[config.mk]
export PLATFORM = sky130hd
export DESIGN_NAME = alu_issue_stage_flat
export DESIGN_NICKNAME = d
export VERILOG_FILES = /design/src/rtl/alu_pkg.sv /design/src/rtl/alu_issue_if.sv /design/src/rtl/alu_ctrl_decode.sv /design/src/rtl/alu_issue_stage.sv /design/src/flat_wrapper.sv
export SDC_FILE = /design/constraint.sdc
export NUM_CORES = 1
export LEC_CHECK = 0
export BUFFER_PORTS_ARGS = -buffer_cell sky130_fd_sc_hd__buf_2
export CORE_UTILIZATION = 39
export CTS_CLUSTER_SIZE = 30
export DETAILED_ROUTE_END_ITERATION = 6
export PLACE_DENSITY = 0.76
export SYNTH_ARGS = -nofsm -noshare
export SYNTH_HDL_FRONTEND = slang
export SYNTH_SLANG_ARGS = --single-unit
[constraint.sdc]
create_clock -name clk -period 1.6 [get_ports clk]
set_input_delay 0.32 -clock clk [delete_from_list [all_inputs] [get_ports clk]]
set_output_delay 0.32 -clock clk [all_outputs]
set_load 0.1 [all_outputs]
[src/rtl/alu_pkg.sv]
// Shared definitions for the ALU issue path: control codes, RV32I opcodes and
// the registered issue entry handed to the EX-stage ALU.
package alu_pkg;

  localparam int ISSUE_XLEN  = 32;
  localparam int ISSUE_TAG_W = 5;

  localparam logic [3:0] ALU_AND = 4'b0000;
  localparam logic [3:0] ALU_OR  = 4'b0001;
  localparam logic [3:0] ALU_ADD = 4'b0010;
  localparam logic [3:0] ALU_XOR = 4'b0011;
  localparam logic [3:0] ALU_SLL = 4'b0100;
  localparam logic [3:0] ALU_SRL = 4'b0101;
  localparam logic [3:0] ALU_SUB = 4'b0110;
  localparam logic [3:0] ALU_SRA = 4'b0111;
  localparam logic [3:0] ALU_NOP = 4'b1111;

  localparam logic [6:0] OPC_OP     = 7'b0110011;
  localparam logic [6:0] OPC_OP_IMM = 7'b0010011;
  localparam logic [6:0] OPC_LOAD   = 7'b0000011;
  localparam logic [6:0] OPC_STORE  = 7'b0100011;
  localparam logic [6:0] OPC_BRANCH = 7'b1100011;
  localparam logic [6:0] OPC_LUI    = 7'b0110111;
  localparam logic [6:0] OPC_AUIPC  = 7'b0010111;

  typedef struct packed {
    logic [ISSUE_XLEN-1:0]  a;
    logic [ISSUE_XLEN-1:0]  b;
    logic [3:0]             alu_ctrl;
    logic                   illegal;
    logic [ISSUE_TAG_W-1:0] tag;
  } issue_entry_t;

  localparam issue_entry_t ENTRY_RESET = '{a: '0, b: '0, alu_ctrl: ALU_NOP, illegal: 1'b0, tag: '0};

  // funct3 -> ALU code for OP/OP-IMM; SLT/SLTU have no ALU code and map to NOP.
  function automatic logic [3:0] arith_ctrl(input logic [2:0] funct3,
                                            input logic       sub_sel,
                                            input logic       sra_sel);
    logic [3:0] code;
    code = ALU_NOP;
    case (funct3)
      3'b000:  code = sub_sel ? ALU_SUB : ALU_ADD;
      3'b001:  code = ALU_SLL;
      3'b100:  code = ALU_XOR;
      3'b101:  code = sra_sel ? ALU_SRA : ALU_SRL;
      3'b110:  code = ALU_OR;
      3'b111:  code = ALU_AND;
      default: code = ALU_NOP;
    endcase
    return code;
  endfunction

endpackage

[src/rtl/alu_issue_if.sv]
// ID->issue->EX channel bundle; slave is the issue stage, master is its environment.
interface alu_issue_if #(
  parameter int XLEN  = 32,
  parameter int TAG_W = 5
);
  logic             in_valid;
  logic             in_ready;
  logic [6:0]       in_opcode;
  logic [2:0]       in_funct3;
  logic             in_funct7_5;
  logic [XLEN-1:0]  in_rs1_data;
  logic [XLEN-1:0]  in_rs2_data;
  logic [XLEN-1:0]  in_imm;
  logic [XLEN-1:0]  in_pc;
  logic [TAG_W-1:0] in_tag;

  logic             out_valid;
  logic             out_ready;
  logic [XLEN-1:0]  out_a;
  logic [XLEN-1:0]  out_b;
  logic [3:0]       out_alu_ctrl;
  logic             out_illegal;
  logic [TAG_W-1:0] out_tag;

  modport slave (
    input  in_valid, in_opcode, in_funct3, in_funct7_5, in_rs1_data, in_rs2_data,
           in_imm, in_pc, in_tag, out_ready,
    output in_ready, out_valid, out_a, out_b, out_alu_ctrl, out_illegal, out_tag
  );

  modport master (
    output in_valid, in_opcode, in_funct3, in_funct7_5, in_rs1_data, in_rs2_data,
           in_imm, in_pc, in_tag, out_ready,
    input  in_ready, out_valid, out_a, out_b, out_alu_ctrl, out_illegal, out_tag
  );
endinterface

[src/rtl/alu_ctrl_decode.sv]
// Combinational RV32I field decode into ALU operands, control code and illegal flag.
module alu_ctrl_decode
  import alu_pkg::*;
#(
  parameter int XLEN  = 32,
  parameter int TAG_W = 5
) (
  input  logic [6:0]       opcode,
  input  logic [2:0]       funct3,
  input  logic             funct7_5,
  input  logic [XLEN-1:0]  rs1_data,
  input  logic [XLEN-1:0]  rs2_data,
  input  logic [XLEN-1:0]  imm,
  input  logic [XLEN-1:0]  pc,
  input  logic [TAG_W-1:0] tag,
  output issue_entry_t     entry
);

  logic             is_shift;
  logic [XLEN-1:0]  shamt_rs2;
  logic [XLEN-1:0]  shamt_imm;
  logic [3:0]       op_ctrl;
  logic [3:0]       opi_ctrl;

  // The ALU shifts by the whole B value, so only the 5-bit shamt may reach it.
  assign is_shift  = (funct3[1:0] == 2'b01);
  assign shamt_rs2 = {{(XLEN-5){1'b0}}, rs2_data[4:0]};
  assign shamt_imm = {{(XLEN-5){1'b0}}, imm[4:0]};
  assign op_ctrl   = arith_ctrl(funct3, funct7_5, funct7_5);
  assign opi_ctrl  = arith_ctrl(funct3, 1'b0, funct7_5);

  always_comb begin
    entry = '{a: '0, b: '0, alu_ctrl: ALU_NOP, illegal: 1'b1, tag: tag};
    case (opcode)
      OPC_OP: begin
        if (op_ctrl != ALU_NOP) begin
          entry.a        = rs1_data;
          entry.b        = is_shift ? shamt_rs2 : rs2_data;
          entry.alu_ctrl = op_ctrl;
          entry.illegal  = 1'b0;
        end
      end
      OPC_OP_IMM: begin
        if (opi_ctrl != ALU_NOP) begin
          entry.a        = rs1_data;
          entry.b        = is_shift ? shamt_imm : imm;
          entry.alu_ctrl = opi_ctrl;
          entry.illegal  = 1'b0;
        end
      end
      OPC_LOAD, OPC_STORE: begin
        entry.a        = rs1_data;
        entry.b        = imm;
        entry.alu_ctrl = ALU_ADD;
        entry.illegal  = 1'b0;
      end
      OPC_BRANCH: begin
        entry.a        = rs1_data;
        entry.b        = rs2_data;
        entry.alu_ctrl = ALU_SUB;
        entry.illegal  = 1'b0;
      end
      OPC_LUI: begin
        entry.b        = imm;
        entry.alu_ctrl = ALU_ADD;
        entry.illegal  = 1'b0;
      end
      OPC_AUIPC: begin
        entry.a        = pc;
        entry.b        = imm;
        entry.alu_ctrl = ALU_ADD;
        entry.illegal  = 1'b0;
      end
      default: ;
    endcase
  end

endmodule

[src/rtl/alu_issue_stage.sv]
// Registered issue stage toward the EX ALU with valid/ready, flush and backpressure.
// Define ALU_ISSUE_SKID_EN for a one-entry skid buffer and a registered in_ready.
module alu_issue_stage
  import alu_pkg::*;
#(
  parameter int XLEN  = 32,
  parameter int TAG_W = 5
) (
  input  logic      clk,
  input  logic      rst_n,
  input  logic      flush,
  alu_issue_if.slave io
);

  issue_entry_t dec_ent_p0;
  issue_entry_t out_ent_p1;
  logic         vld_p1;
  logic         in_fire;
  logic         out_fire;

  alu_ctrl_decode #(.XLEN(XLEN), .TAG_W(TAG_W)) u_decode (
    .opcode   (io.in_opcode),
    .funct3   (io.in_funct3),
    .funct7_5 (io.in_funct7_5),
    .rs1_data (io.in_rs1_data),
    .rs2_data (io.in_rs2_data),
    .imm      (io.in_imm),
    .pc       (io.in_pc),
    .tag      (io.in_tag),
    .entry    (dec_ent_p0)
  );

  assign out_fire = vld_p1 && io.out_ready;

  // ---- p0 -> p1: output register (and optional skid entry)
`ifdef ALU_ISSUE_SKID_EN
  issue_entry_t skid_ent_p1;
  logic         skid_vld_p1;

  assign io.in_ready = !skid_vld_p1;
  assign in_fire     = io.in_valid && !skid_vld_p1;

  always_ff @(posedge clk or negedge rst_n) begin
    if (!rst_n) begin
      vld_p1      <= 1'b0;
      skid_vld_p1 <= 1'b0;
      out_ent_p1  <= ENTRY_RESET;
    end else if (flush) begin
      vld_p1      <= 1'b0;
      skid_vld_p1 <= 1'b0;
    end else if (!vld_p1 || out_fire) begin
      // Skid entry is always older than anything on the input, so it goes first.
      if (skid_vld_p1) begin
        out_ent_p1  <= skid_ent_p1;
        vld_p1      <= 1'b1;
        skid_vld_p1 <= 1'b0;
      end else if (in_fire) begin
        out_ent_p1 <= dec_ent_p0;
        vld_p1     <= 1'b1;
      end else begin
        vld_p1 <= 1'b0;
      end
    end else if (in_fire) begin
      skid_vld_p1 <= 1'b1;
    end
  end

  always_ff @(posedge clk) begin
    if (in_fire) skid_ent_p1 <= dec_ent_p0;
  end
`else
  assign io.in_ready = !vld_p1 || io.out_ready;
  assign in_fire     = io.in_valid && io.in_ready;

  always_ff @(posedge clk or negedge rst_n) begin
    if (!rst_n) begin
      vld_p1     <= 1'b0;
      out_ent_p1 <= ENTRY_RESET;
    end else if (flush) begin
      vld_p1 <= 1'b0;
    end else if (in_fire) begin
      vld_p1     <= 1'b1;
      out_ent_p1 <= dec_ent_p0;
    end else if (out_fire) begin
      vld_p1 <= 1'b0;
    end
  end
`endif

  assign io.out_valid    = vld_p1;
  assign io.out_a        = out_ent_p1.a;
  assign io.out_b        = out_ent_p1.b;
  assign io.out_alu_ctrl = out_ent_p1.alu_ctrl;
  assign io.out_illegal  = out_ent_p1.illegal;
  assign io.out_tag      = out_ent_p1.tag;

endmodule
[src/flat_wrapper.sv]
// flat-port wrapper written by rule: the top's interface ports become plain ports
module alu_issue_stage_flat import alu_pkg::*;
#(
  parameter int XLEN  = 32,
  parameter int TAG_W = 5
)
  (clk, rst_n, flush, io_in_valid, io_in_opcode, io_in_funct3, io_in_funct7_5, io_in_rs1_data, io_in_rs2_data, io_in_imm, io_in_pc, io_in_tag, io_out_ready, io_in_ready, io_out_valid, io_out_a, io_out_b, io_out_alu_ctrl, io_out_illegal, io_out_tag);
  alu_issue_if #(.XLEN(XLEN), .TAG_W(TAG_W)) io_i ();
  input  logic clk;
  input  logic rst_n;
  input  logic flush;
  input wire logic [$bits(io_i.in_valid)-1:0] io_in_valid;
  input wire logic [$bits(io_i.in_opcode)-1:0] io_in_opcode;
  input wire logic [$bits(io_i.in_funct3)-1:0] io_in_funct3;
  input wire logic [$bits(io_i.in_funct7_5)-1:0] io_in_funct7_5;
  input wire logic [$bits(io_i.in_rs1_data)-1:0] io_in_rs1_data;
  input wire logic [$bits(io_i.in_rs2_data)-1:0] io_in_rs2_data;
  input wire logic [$bits(io_i.in_imm)-1:0] io_in_imm;
  input wire logic [$bits(io_i.in_pc)-1:0] io_in_pc;
  input wire logic [$bits(io_i.in_tag)-1:0] io_in_tag;
  input wire logic [$bits(io_i.out_ready)-1:0] io_out_ready;
  output wire logic [$bits(io_i.in_ready)-1:0] io_in_ready;
  output wire logic [$bits(io_i.out_valid)-1:0] io_out_valid;
  output wire logic [$bits(io_i.out_a)-1:0] io_out_a;
  output wire logic [$bits(io_i.out_b)-1:0] io_out_b;
  output wire logic [$bits(io_i.out_alu_ctrl)-1:0] io_out_alu_ctrl;
  output wire logic [$bits(io_i.out_illegal)-1:0] io_out_illegal;
  output wire logic [$bits(io_i.out_tag)-1:0] io_out_tag;
  assign io_i.in_valid = io_in_valid;
  assign io_i.in_opcode = io_in_opcode;
  assign io_i.in_funct3 = io_in_funct3;
  assign io_i.in_funct7_5 = io_in_funct7_5;
  assign io_i.in_rs1_data = io_in_rs1_data;
  assign io_i.in_rs2_data = io_in_rs2_data;
  assign io_i.in_imm = io_in_imm;
  assign io_i.in_pc = io_in_pc;
  assign io_i.in_tag = io_in_tag;
  assign io_i.out_ready = io_out_ready;
  assign io_in_ready = io_i.in_ready;
  assign io_out_valid = io_i.out_valid;
  assign io_out_a = io_i.out_a;
  assign io_out_b = io_i.out_b;
  assign io_out_alu_ctrl = io_i.out_alu_ctrl;
  assign io_out_illegal = io_i.out_illegal;
  assign io_out_tag = io_i.out_tag;
  alu_issue_stage #(.XLEN(XLEN), .TAG_W(TAG_W)) u_core (.clk(clk), .rst_n(rst_n), .flush(flush), .io(io_i));
endmodule
==> reports/results.txt, run 1 <==
Core area: 9240 um^2
DRT Wirelength: 11.9 mm
TritonRoute pass-1 iters: 4
Routed vias: 3860
Clock latency on the worst-skew pair: 0.35 ns
#FFs+latches synth: 75
Synthesized area: 3740 um^2
Area growth syn-to-layout: 47.0%
Commonest non-fill, non-tap cell in the layout: buf_2
Gpl congestion: 0.815
GRT Residual Overflow: 0
Antenna-violating nets left: 0
Largest net degree at the start of global routing: 76
Post-synthesis sequential area ratio: 50.4%
Chip height: 99.9 um
Vias in the first global route: 3813
Clk sinks: 75
Rel. slew slack: 65.9%
CP Launch Type: flip-flop
Max Buffers Root-to-Sink: 2
Synth cell types: 41
Sequential share of power: 43.2%
Compound-Gate Fraction of Synth Area: 28.4%
Outcome: finished, final reports clean
Syn. warnings: 0
EDFF count, synth: 0
CP dominant cell by count: buf_12
Switching Share: 34.2%
Antenna violations before repair: 0
Internal power: 0.00306 W
Max-cap violation count: 0
Syn Area/Cell: 11.2 um^2
Peak supply drop: 436 uV
Post-synth net total: 484
Achievable Freq: 650 MHz
IO buf count: 224
DR iter-0 viols: 208
Psw: 0.00159 W
Share of the synthesized area in the top cell type: 47.5%
Share of post-route cells with drive strength above 1: 50.8%
Unrepaired setup endpoints after global routing: false
Comb pwr share: 25.5%
WP data arrival: 1.75 ns
Die ar.: 9980 um^2
Critical path buffer and inverter count: 2
Final Hold Fails: 0
Clock buffer count from CTS: 9
FF/Latch Area: 1890 um^2
Final Power: 0.00465 W
Crit-path max cell delay: 0.43 ns
Crit end category: flip-flop
Ant diodes: 0
Setup TNS: 0 ns
DPL Wire Length: 8.60 mm
Biggest area consumer among synthesized cells: dfrtp_1
Synth Area in Simple Gates: 16.5%
Post-Synth Adder-Cell Area: 0%
WL per Instance: 16.8 um
Worst path cell trace: nand2b_4 -> nand2_4 -> buf_12 -> nor3_4 -> buf_12 -> a221o_1
Clock share of power: 31.3%
Pins Over Slew Limit: 0
Slowest CP cell: dfrtp_4
Final worst setup slack: 0.0618 ns
Worst path top cell family by delay: flip-flops
# rows: 35
Die width: 99.9 um
Asr flop ratio synth: 100%
Nets: 724
Pre-CTS WS: -0.558 ns
Clk_skew: 0.0134 ns
Crit path kind: flip-flop to flip-flop
GRT Util Overall: 24.4%
Worst-path maximum fanout: 32
First-pass GRT wire length: 18.9 mm
Synth top area cells: dfrtp_1 48%, a221o_1 15%, and2_1 5.5%
FILL cells: 803
Area taken by multi-input logic gates: 1720 um^2
CTS root buf: clkbuf_8
CP required: 1.81 ns
Syn Inst Count: 335
Worst Tran Pin Value: 0.515 ns
Initial Utilization: 40.4%
Vias/cell: 5.45
Fin crit period: 1.54 ns
Largest family of logic cells by synthesized area: compound AO/OA/AOI/OAI gates
DRC viols: 0
Final core occ: 59.5%
CTS tree: yes
Final Cycle Share: 96.1%
Mux cell area share after synthesis: 0%
Clk slew on worst S/H paths: 0.08 ns
HP Class: input pin to flip-flop
Hold_ws: 0.159 ns
Ports: 225
Post-synthesis xor/xnor area fraction: 0%
Final setup violation count: 0
Ys flop type: dfrtp_1
PD cells: 847 nW/um^2
Commonest non-fill, non-tap cells in the layout: 217 x buf_2, 70 x dfrtp_1, 56 x a221o_1
CTS H-tree lvls: 3
Pleak: 2.93 nW
==> worst register-to-register path, cell delays in order, from the launching register on <==
cell      delay, ns
dfrtp_4        0.43
nand2b_4       0.07
nand2_4        0.13
buf_12         0.18
nor3_4         0.06
buf_12         0.16
a221o_1        0.38
==> Yosys cell counts (all sizes together) (2+ instances only) <==
library cell and n:
o31a 2, o2bb2ai 20, and3 2, a211o 3, o21ai 12, buf 17, nor3 5, a31o 7
a21boi 7, a21oi 5, a32oi 5, nand2 26, nor2 3, clkbuf 13, nand3 21, and2 34
dfstp 4, nor2b 4, dfrtp 71, inv 2, nand2b 5, a221o 56
==> power by group through the flow <==
stage	combinational (W)	clock [W]	sequential, W
2_1_floorplan	0.000208	0	0.00257
3_3_place_gp	0.00115	0	0.00205
3_5_place_dp	0.00117	0	0.00205
4_1_cts	0.00119	0.00149	0.00201
5_1_grt	0.00125	0.00157	0.00202
6_report	0.00119	0.00146	0.00201
==> flip-flops by register name, summed over array words and instances (netlist names) <==
name                    count
u_core.io.out_a            32
u_core.io.out_b            32
u_core.io.out_tag           5
u_core.io.out_alu_ctrl      4
u_core.io.out_illegal       1
u_core.io.out_valid         1
==> stage by stage <==
| stage | area, um^2 | std cells |
|---|---|---|
| after CTS | 5450 | 705 |
| after global routing | 5490 | 708 |
| final | 5490 | 708 |
| after floorplan | 3760 | 335 |
| after global placement | 5180 | 687 |
| after detailed placement | 5180 | 687 |
==> cell type report <==
| type | count | share of cell area, % |
|---|---|---|
| Clock inverter | 4 | 0.934 |
| Timing Repair Buffer | 258 | 27.7 |
| Tap cell | 129 | 2.94 |
| Sequential cell | 75 | 34.3 |
| Inverter | 2 | 0.137 |
| Clock buffer | 11 | 2.57 |
| Multi-Input combinational cell | 229 | 31.4 |
==> logic make-up (layout without fill, tap and decap cells) <==
| group | Yosys count | after routing |
|---|---|---|
| AO/OA/AOI/OAI | 122 | 122 |
| AND/OR/NAND/NOR | 106 | 107 |
| flip-flops | 75 | 75 |
| buffers and inverters | 32 | 275 |
==> worst paths after layout <==
| check | from | end | slack (ns) | cells past startpoint |
|---|---|---|---|---|
| setup / recovery | u_core.io.out_valid | u_core.io.out_a[17] | 0.06 | 6 |
| hold / removal | io_in_tag[1] | u_core.io.out_tag[1] | 0.16 | 3 |
| setup reg to reg | u_core.io.out_valid | u_core.io.out_a[17] | 0.06 | 6 |
| hold reg to reg | u_core.io.out_alu_ctrl[3] | u_core.io.out_alu_ctrl[3] | 0.47 | 2 |
| max in group asynchronous | rst_n | u_core.io.out_alu_ctrl[1] | 0.72 | 3 |
| min in group asynchronous | rst_n | u_core.io.out_b[14] | 0.52 | 3 |
==> per-layer routing <==
layer | vias to the layer above | wire [um] | track usage (%)
met1 | 1839 | 4980 | 31.1
li1 | 1793 | - | -
met2 | 196 | 5840 | 41.6
met5 | - | 0 | 0
met4 | 0 | 321 | 9.62
met3 | 32 | 761 | 4.04
==> what timing repair did <==
action,in CTS,in global routing
pin swaps,2,2
hold buffers,1,0
buffers inserted,1,3
endpoints found under the setup margin,50,39
resized for setup,12,2
cloned,1,0
hold endpoints to repair,44,0
Note: power is estimated with default switching activity, not from simulation.
==> run 2: changes to the inputs <==
--- a/config.mk
+++ b/config.mk
@@ -10,6 +10,7 @@
 export CTS_CLUSTER_SIZE = 30
 export DETAILED_ROUTE_END_ITERATION = 6
 export PLACE_DENSITY = 0.76
+export SETUP_SLACK_MARGIN = 0.1
 export SYNTH_ARGS = -nofsm -noshare
 export SYNTH_HDL_FRONTEND = slang
 export SYNTH_SLANG_ARGS = --single-unit
==> run 2 against run 1 <==
Setup slack lost 0.038 ns. Register-to-register slack is essentially flat. Count of clock-buffer cells in the layout grew 1. Cell area grew 12%. Wire length grew 16%. First-iteration DRC count shrank 4.8%. Die area is the same. Clock power grew 21%. Maximum frequency shrank 2.4%. Sequential share of layout area shrank 3.6 points. Global-route usage grew 2.7 points. Largest power group unchanged.
==> reports/results.txt, run 2 (synthesis results as in run 1) <==
Outcome: finished, final reports clean
Sequential share of power: 39.7%
Commonest non-fill, non-tap cell in the layout: buf_2
Clk sinks: 75
HP Class: input pin to flip-flop
# rows: 35
DRC viols: 0
GRT Util Overall: 27.2%
FILL cells: 728
CTS H-tree lvls: 3
Antenna violations before repair: 0
Peak supply drop: 425 uV
Internal power: 0.00343 W
Achievable Freq: 634 MHz
Hold path cells: 3
Pleak: 3.19 nW
Commonest non-fill, non-tap cells in the layout: 200 x buf_2, 70 x dfrtp_1, 56 x a221o_1
Hold path start: io_in_tag[1]
Max-cap violation count: 0
Ports: 225
First-pass GRT wire length: 20.7 mm
Crit end category: output pin
Antenna-violating nets left: 0
WL per Instance: 18.8 um
Worst r2r src: u_core.io.out_valid
Final setup violation count: 0
TritonRoute pass-1 iters: 5
Pins Over Slew Limit: 0
Rel. slew slack: 66.6%
Setup TNS: 0 ns
Clock buffer count from CTS: 9
Hold Path End: u_core.io.out_tag[1]
Clock share of power: 34.6%
DR iter-0 viols: 198
Vias/cell: 5.53
Final core occ: 66.4%
Psw: 0.00166 W
CTS root buf: clkbuf_8
Clock latency on the worst-skew pair: 0.35 ns
Comb pwr share: 25.8%
IO buf count: 224
Die width: 99.9 um
Worst Tran Pin Value: 0.498 ns
DPL Wire Length: 8.73 mm
Worst reg2reg path endpoint: u_core.io.out_b[30]
R2R cell count: 6
Ant diodes: 0
Vias in the first global route: 4092
CTS tree: yes
Clk_skew: 0.0108 ns
Crit path kind: flip-flop to output pin
Area growth syn-to-layout: 64.2%
CP Launch Type: flip-flop
Worst-path maximum fanout: 6
Core area: 9240 um^2
Largest net degree at the start of global routing: 41
Final Hold Fails: 0
FF-to-FF setup slack: 0.05 ns
Count of non-filler cells in the finished layout: 736
Final Cycle Share: 98.5%
DRT Wirelength: 13.8 mm
Dpl cells: 686
Nets: 751
Gpl congestion: 0.835
Pre-CTS WS: -0.666 ns
Switching Share: 32.6%
Share of post-route cells with drive strength above 1: 56.2%
CP required: 1.28 ns
Routed vias: 4068
PD cells: 829 nW/um^2
Initial Utilization: 40.4%
Max Buffers Root-to-Sink: 2
Die ar.: 9980 um^2
Clk slew on worst S/H paths: 0.09 ns
Chip height: 99.9 um
GRT Residual Overflow: 0
Final worst setup slack: 0.0236 ns
Fin crit period: 1.58 ns
Unrepaired setup endpoints after global routing: true
WP data arrival: 1.26 ns
-- run 2: stage by stage --
stage | area (um^2) | total power (W) | hold WS [ns]
after global routing | 6140 | 0.00526 | 0.158
after detailed placement | 5140 | 0.00321 | 0.216
after floorplan | 3770 | 0.00279 | 0.0244
after global placement | 5140 | 0.00319 | 0.211
after CTS | 5860 | 0.00506 | 0.133
final | 6140 | 0.00509 | 0.156
-- run 2: power groups by stage --
stage	registers, W	logic, W	clock network, W
3_5_place_dp	0.00205	0.00116	0
4_1_cts	0.00201	0.00126	0.00178
2_1_floorplan	0.00257	0.000212	0
3_3_place_gp	0.00204	0.00114	0
5_1_grt	0.00202	0.00137	0.00186
6_report	0.00202	0.00131	0.00176
-- run 2: timing repair --
action | CTS | global route
buffers inserted | 17 | 4
hold buffers | 1 | 0
pin swaps | 7 | 14
hold endpoints to repair | 13 | 0
endpoints found under the setup margin | 77 | 87
resized for setup | 29 | 56
gates cloned | 10 | 4
-- run 2: area by class of cell --
class,instances,area [um^2],area share [%]
flip-flops and latches,75,1890,30.7
multi-input cells,233,1930,31.4
repair buffers,281,1920,31.3
clock buffers,12,135,2.20
inverters,2,7.51,0.122
clock inverters,4,98.8,1.61
well taps,129,161,2.63
-- run 2: per-layer routing --
layer  routed length [um]  up-vias  track usage, %
met5                    0        -               0
met4                  123        0            7.47
met3                 1180       10            4.81
met2                 6950      234            46.7
met1                 5590     1969            35.2
li1                     -     1855               -
-- run 2: how the worst max path moves through the flow --
stage                                     end  depth (start not counted)                 from  slack (ns)
after floorplan           u_core.io.out_b[23]                          7  u_core.io.out_valid       -0.18
after global placement    u_core.io.out_a[24]                          5      io_in_funct3[1]       -0.55
after detailed placement  u_core.io.out_a[20]                          5      io_in_funct3[1]       -0.67
after CTS                         io_in_ready                          3  u_core.io.out_valid        0.01
after global routing              io_in_ready                          3  u_core.io.out_valid       -0.02
final                             io_in_ready                          3  u_core.io.out_valid        0.02
-- run 2: worst max-delay path: stages, from the launching register on --
cell	delay, ns
dfrtp_4	0.49
nand2b_4	0.13
buf_12	0.13
buf_12	0.16
==> run 3: changes to the inputs <==
--- a/config.mk
+++ b/config.mk
@@ -9,7 +9,7 @@
 export CORE_UTILIZATION = 39
 export CTS_CLUSTER_SIZE = 30
 export DETAILED_ROUTE_END_ITERATION = 6
-export PLACE_DENSITY = 0.76
+export PLACE_DENSITY = 0.87
 export SETUP_SLACK_MARGIN = 0.1
 export SYNTH_ARGS = -nofsm -noshare
 export SYNTH_HDL_FRONTEND = slang
==> run 3 against run 2 <==
Maximum frequency is 2.5% lower. The run now ends with setup timing left. Critical path depth grew 5. Hold slack better by 0.0096 ns. Combinational power hardly changed. Highest routed layer unchanged. Cell area is 1.1% lower. Core utilization down 0.72 points. Largest power group unchanged. Final cell count unchanged. Setup slack got worse by 0.041 ns. Largest cell class is now non-clock buffers. First-iteration DRC count up 44%. Via count grew 2.2%. Register-to-register slack worse by 0.07 ns.
==> reports/results.txt, run 3 (synthesis results as in run 1) <==
Psw: 0.00165 W
CTS root buf: clkbuf_8
Ant diodes: 0
Worst Tran Pin Value: 0.482 ns
Commonest non-fill, non-tap cell in the layout: buf_2
Final worst setup slack: -0.0170 ns
Sequential share of power: 41.0%
Final setup violation count: 5
Comb pwr share: 26.8%
Initial Utilization: 40.4%
Share of post-route cells with drive strength above 1: 54.0%
Pre-CTS WS: -0.593 ns
Area taken by multi-input logic gates: 1810 um^2
Nets: 751
Largest net degree at the start of global routing: 36
Cell area after placement: 5120 um^2
Internal power: 0.00327 W
Vias in the first global route: 4285
Max Buffers Root-to-Sink: 2
PD cells: 810 nW/um^2
GRT Util Overall: 27.6%
Gpl congestion: 0.880
WL per Instance: 19.1 um
Clk_skew: 0.0119 ns
Pleak: 3.17 nW
Switching Share: 33.5%
FF/Latch Area: 1890 um^2
Max-cap violation count: 0
Chip height: 99.9 um
Final instance area: 6070 um^2
DRC viols: 0
TritonRoute pass-1 iters: 5
CP Launch Type: flip-flop
Unrepaired setup endpoints after global routing: true
R2R cell count: 8
Core area: 9240 um^2
Die ar.: 9980 um^2
Slowest CP cell: dfrtp_4
Routed vias: 4159
GRT Residual Overflow: 0
Outcome: complete, but fails checks
Clk slew on worst S/H paths: 0.08 ns
IO buf count: 224
CTS tree: yes
Crit path kind: flip-flop to flip-flop
Critical Path Stages: 8
WP data arrival: 1.85 ns
DPL Wire Length: 8.89 mm
Worst reg2reg path endpoint: u_core.io.out_b[26]
Worst-path maximum fanout: 7
CTS H-tree lvls: 3
Clock latency on the worst-skew pair: 0.34 ns
Clk sinks: 75
Area growth syn-to-layout: 62.4%
DR iter-0 viols: 286
Antenna-violating nets left: 0
Vias/cell: 5.65
CP dominant cell by count: buf_12
# rows: 35
Antenna violations before repair: 0
Worst path top cell family by delay: buffers and inverters
DRT Wirelength: 14.0 mm
Ports: 225
Pins Over Slew Limit: 0
CP endpoint: u_core.io.out_b[26]
Die width: 99.9 um
Clock share of power: 32.3%
Rel. slew slack: 67.7%
Final Hold Fails: 0
First-pass GRT wire length: 21.5 mm
Commonest non-fill, non-tap cells in the layout: 196 x buf_2, 70 x dfrtp_1, 56 x a221o_1
Worst setup startpoint: u_core.io.out_valid
Crit-path max cell delay: 0.43 ns
Violated checks: setup timing
Fin crit period: 1.62 ns
FILL cells: 713
CP required: 1.83 ns
Worst r2r src: u_core.io.out_valid
FF-to-FF setup slack: -0.02 ns
Final Cycle Share: 101%
Clock buffer count from CTS: 9
Achievable Freq: 618 MHz
Worst path cell trace: nand2b_4 -> nand2_8 -> buf_12 -> nor3_4 -> buf_12 -> buf_8 -> buf_16 -> a221o_1
Critical path buffer and inverter count: 4
Crit end category: flip-flop
HP Class: input pin to flip-flop
Peak supply drop: 478 uV
==> run 3: cell count changes in the layout (fill, tap and decap cells not counted), moves of 3 or more <==
cell,change
and2_1,+3
nand3_2,-7
o2bb2ai_1,+3
o2bb2ai_4,-3
buf_2,-4
nand3_1,+8
==> run 3: timing repair <==
| item | in CTS | in global routing |
|---|---|---|
| endpoints found under the hold margin | 17 | 0 |
| pin swaps | 17 | 18 |
| setup buffers | 20 | 2 |
| hold buffers | 1 | 0 |
| endpoints found under the setup margin | 79 | 87 |
| resized for setup | 39 | 35 |
| gates cloned | 11 | 2 |
==> run 3: worst reg2reg max path: stages, from the launching register on <==
cell	delay [ns]
dfrtp_4	0.43
nand2b_4	0.10
nand2_8	0.11
buf_12	0.12
nor3_4	0.04
buf_12	0.13
buf_8	0.12
buf_16	0.13
a221o_1	0.32
==> run 3: worst min-delay path by stage <==
stage                      start              endpoint  slack [ns]  cells past startpoint
floorplan                  rst_n    u_core.io.out_a[0]        0.02                      0
global placement           rst_n   u_core.io.out_b[25]        0.23                      1
detailed placement         rst_n   u_core.io.out_b[25]        0.23                      1
CTS                        flush   u_core.io.out_valid        0.15                      2
global route        io_in_tag[2]  u_core.io.out_tag[2]        0.16                      3
finish              io_in_tag[0]  u_core.io.out_tag[0]        0.17                      3
==> run 3: power by group through the flow <==
stage	registers, W	logic (W)	clock network (W)
after detailed placement	0.00205	0.00116	0
after global placement	0.00204	0.00114	0
after floorplan	0.00257	0.000212	0
after global routing	0.00202	0.00138	0.00168
after CTS	0.00201	0.00129	0.00160
final	0.00201	0.00132	0.00159
==> run 3: final cells by class <==
class | count | share of cell area (%)
Inverter | 2 | 0.124
Tap cell | 129 | 2.66
Clock inverter | 5 | 1.28
Multi-Input combinational cell | 233 | 29.8
Clock buffer | 11 | 2.16
Sequential cell | 75 | 31.1
Timing Repair Buffer | 281 | 32.9
==> run 3: through the flow <==
| stage | hold WS, ns | utilization, % | TNS (ns) | power, W | cells |
|---|---|---|---|---|---|
| CTS | 0.148 | 64.0 | -0.000152 | 0.00490 | 733 |
| detailed placement | 0.235 | 55.4 | -28.35 | 0.00321 | 685 |
| global placement | 0.229 | 55.4 | -25.67 | 0.00318 | 685 |
| finish | 0.166 | 65.7 | -0.0491 | 0.00492 | 736 |
| floorplan | 0.0244 | - | -4.62 | 0.00279 | 335 |
| global route | 0.161 | 65.7 | -1.82 | 0.00508 | 736 |
==> run 3: routing by layer <==
metal	share of wire [%]	vias to the layer above	track usage, %
li1	-	1848	-
met5	0	-	0
met3	7.6	34	5.50
met4	2.4	0	9.50
met2	50	245	48.4
met1	40	2032	34.0
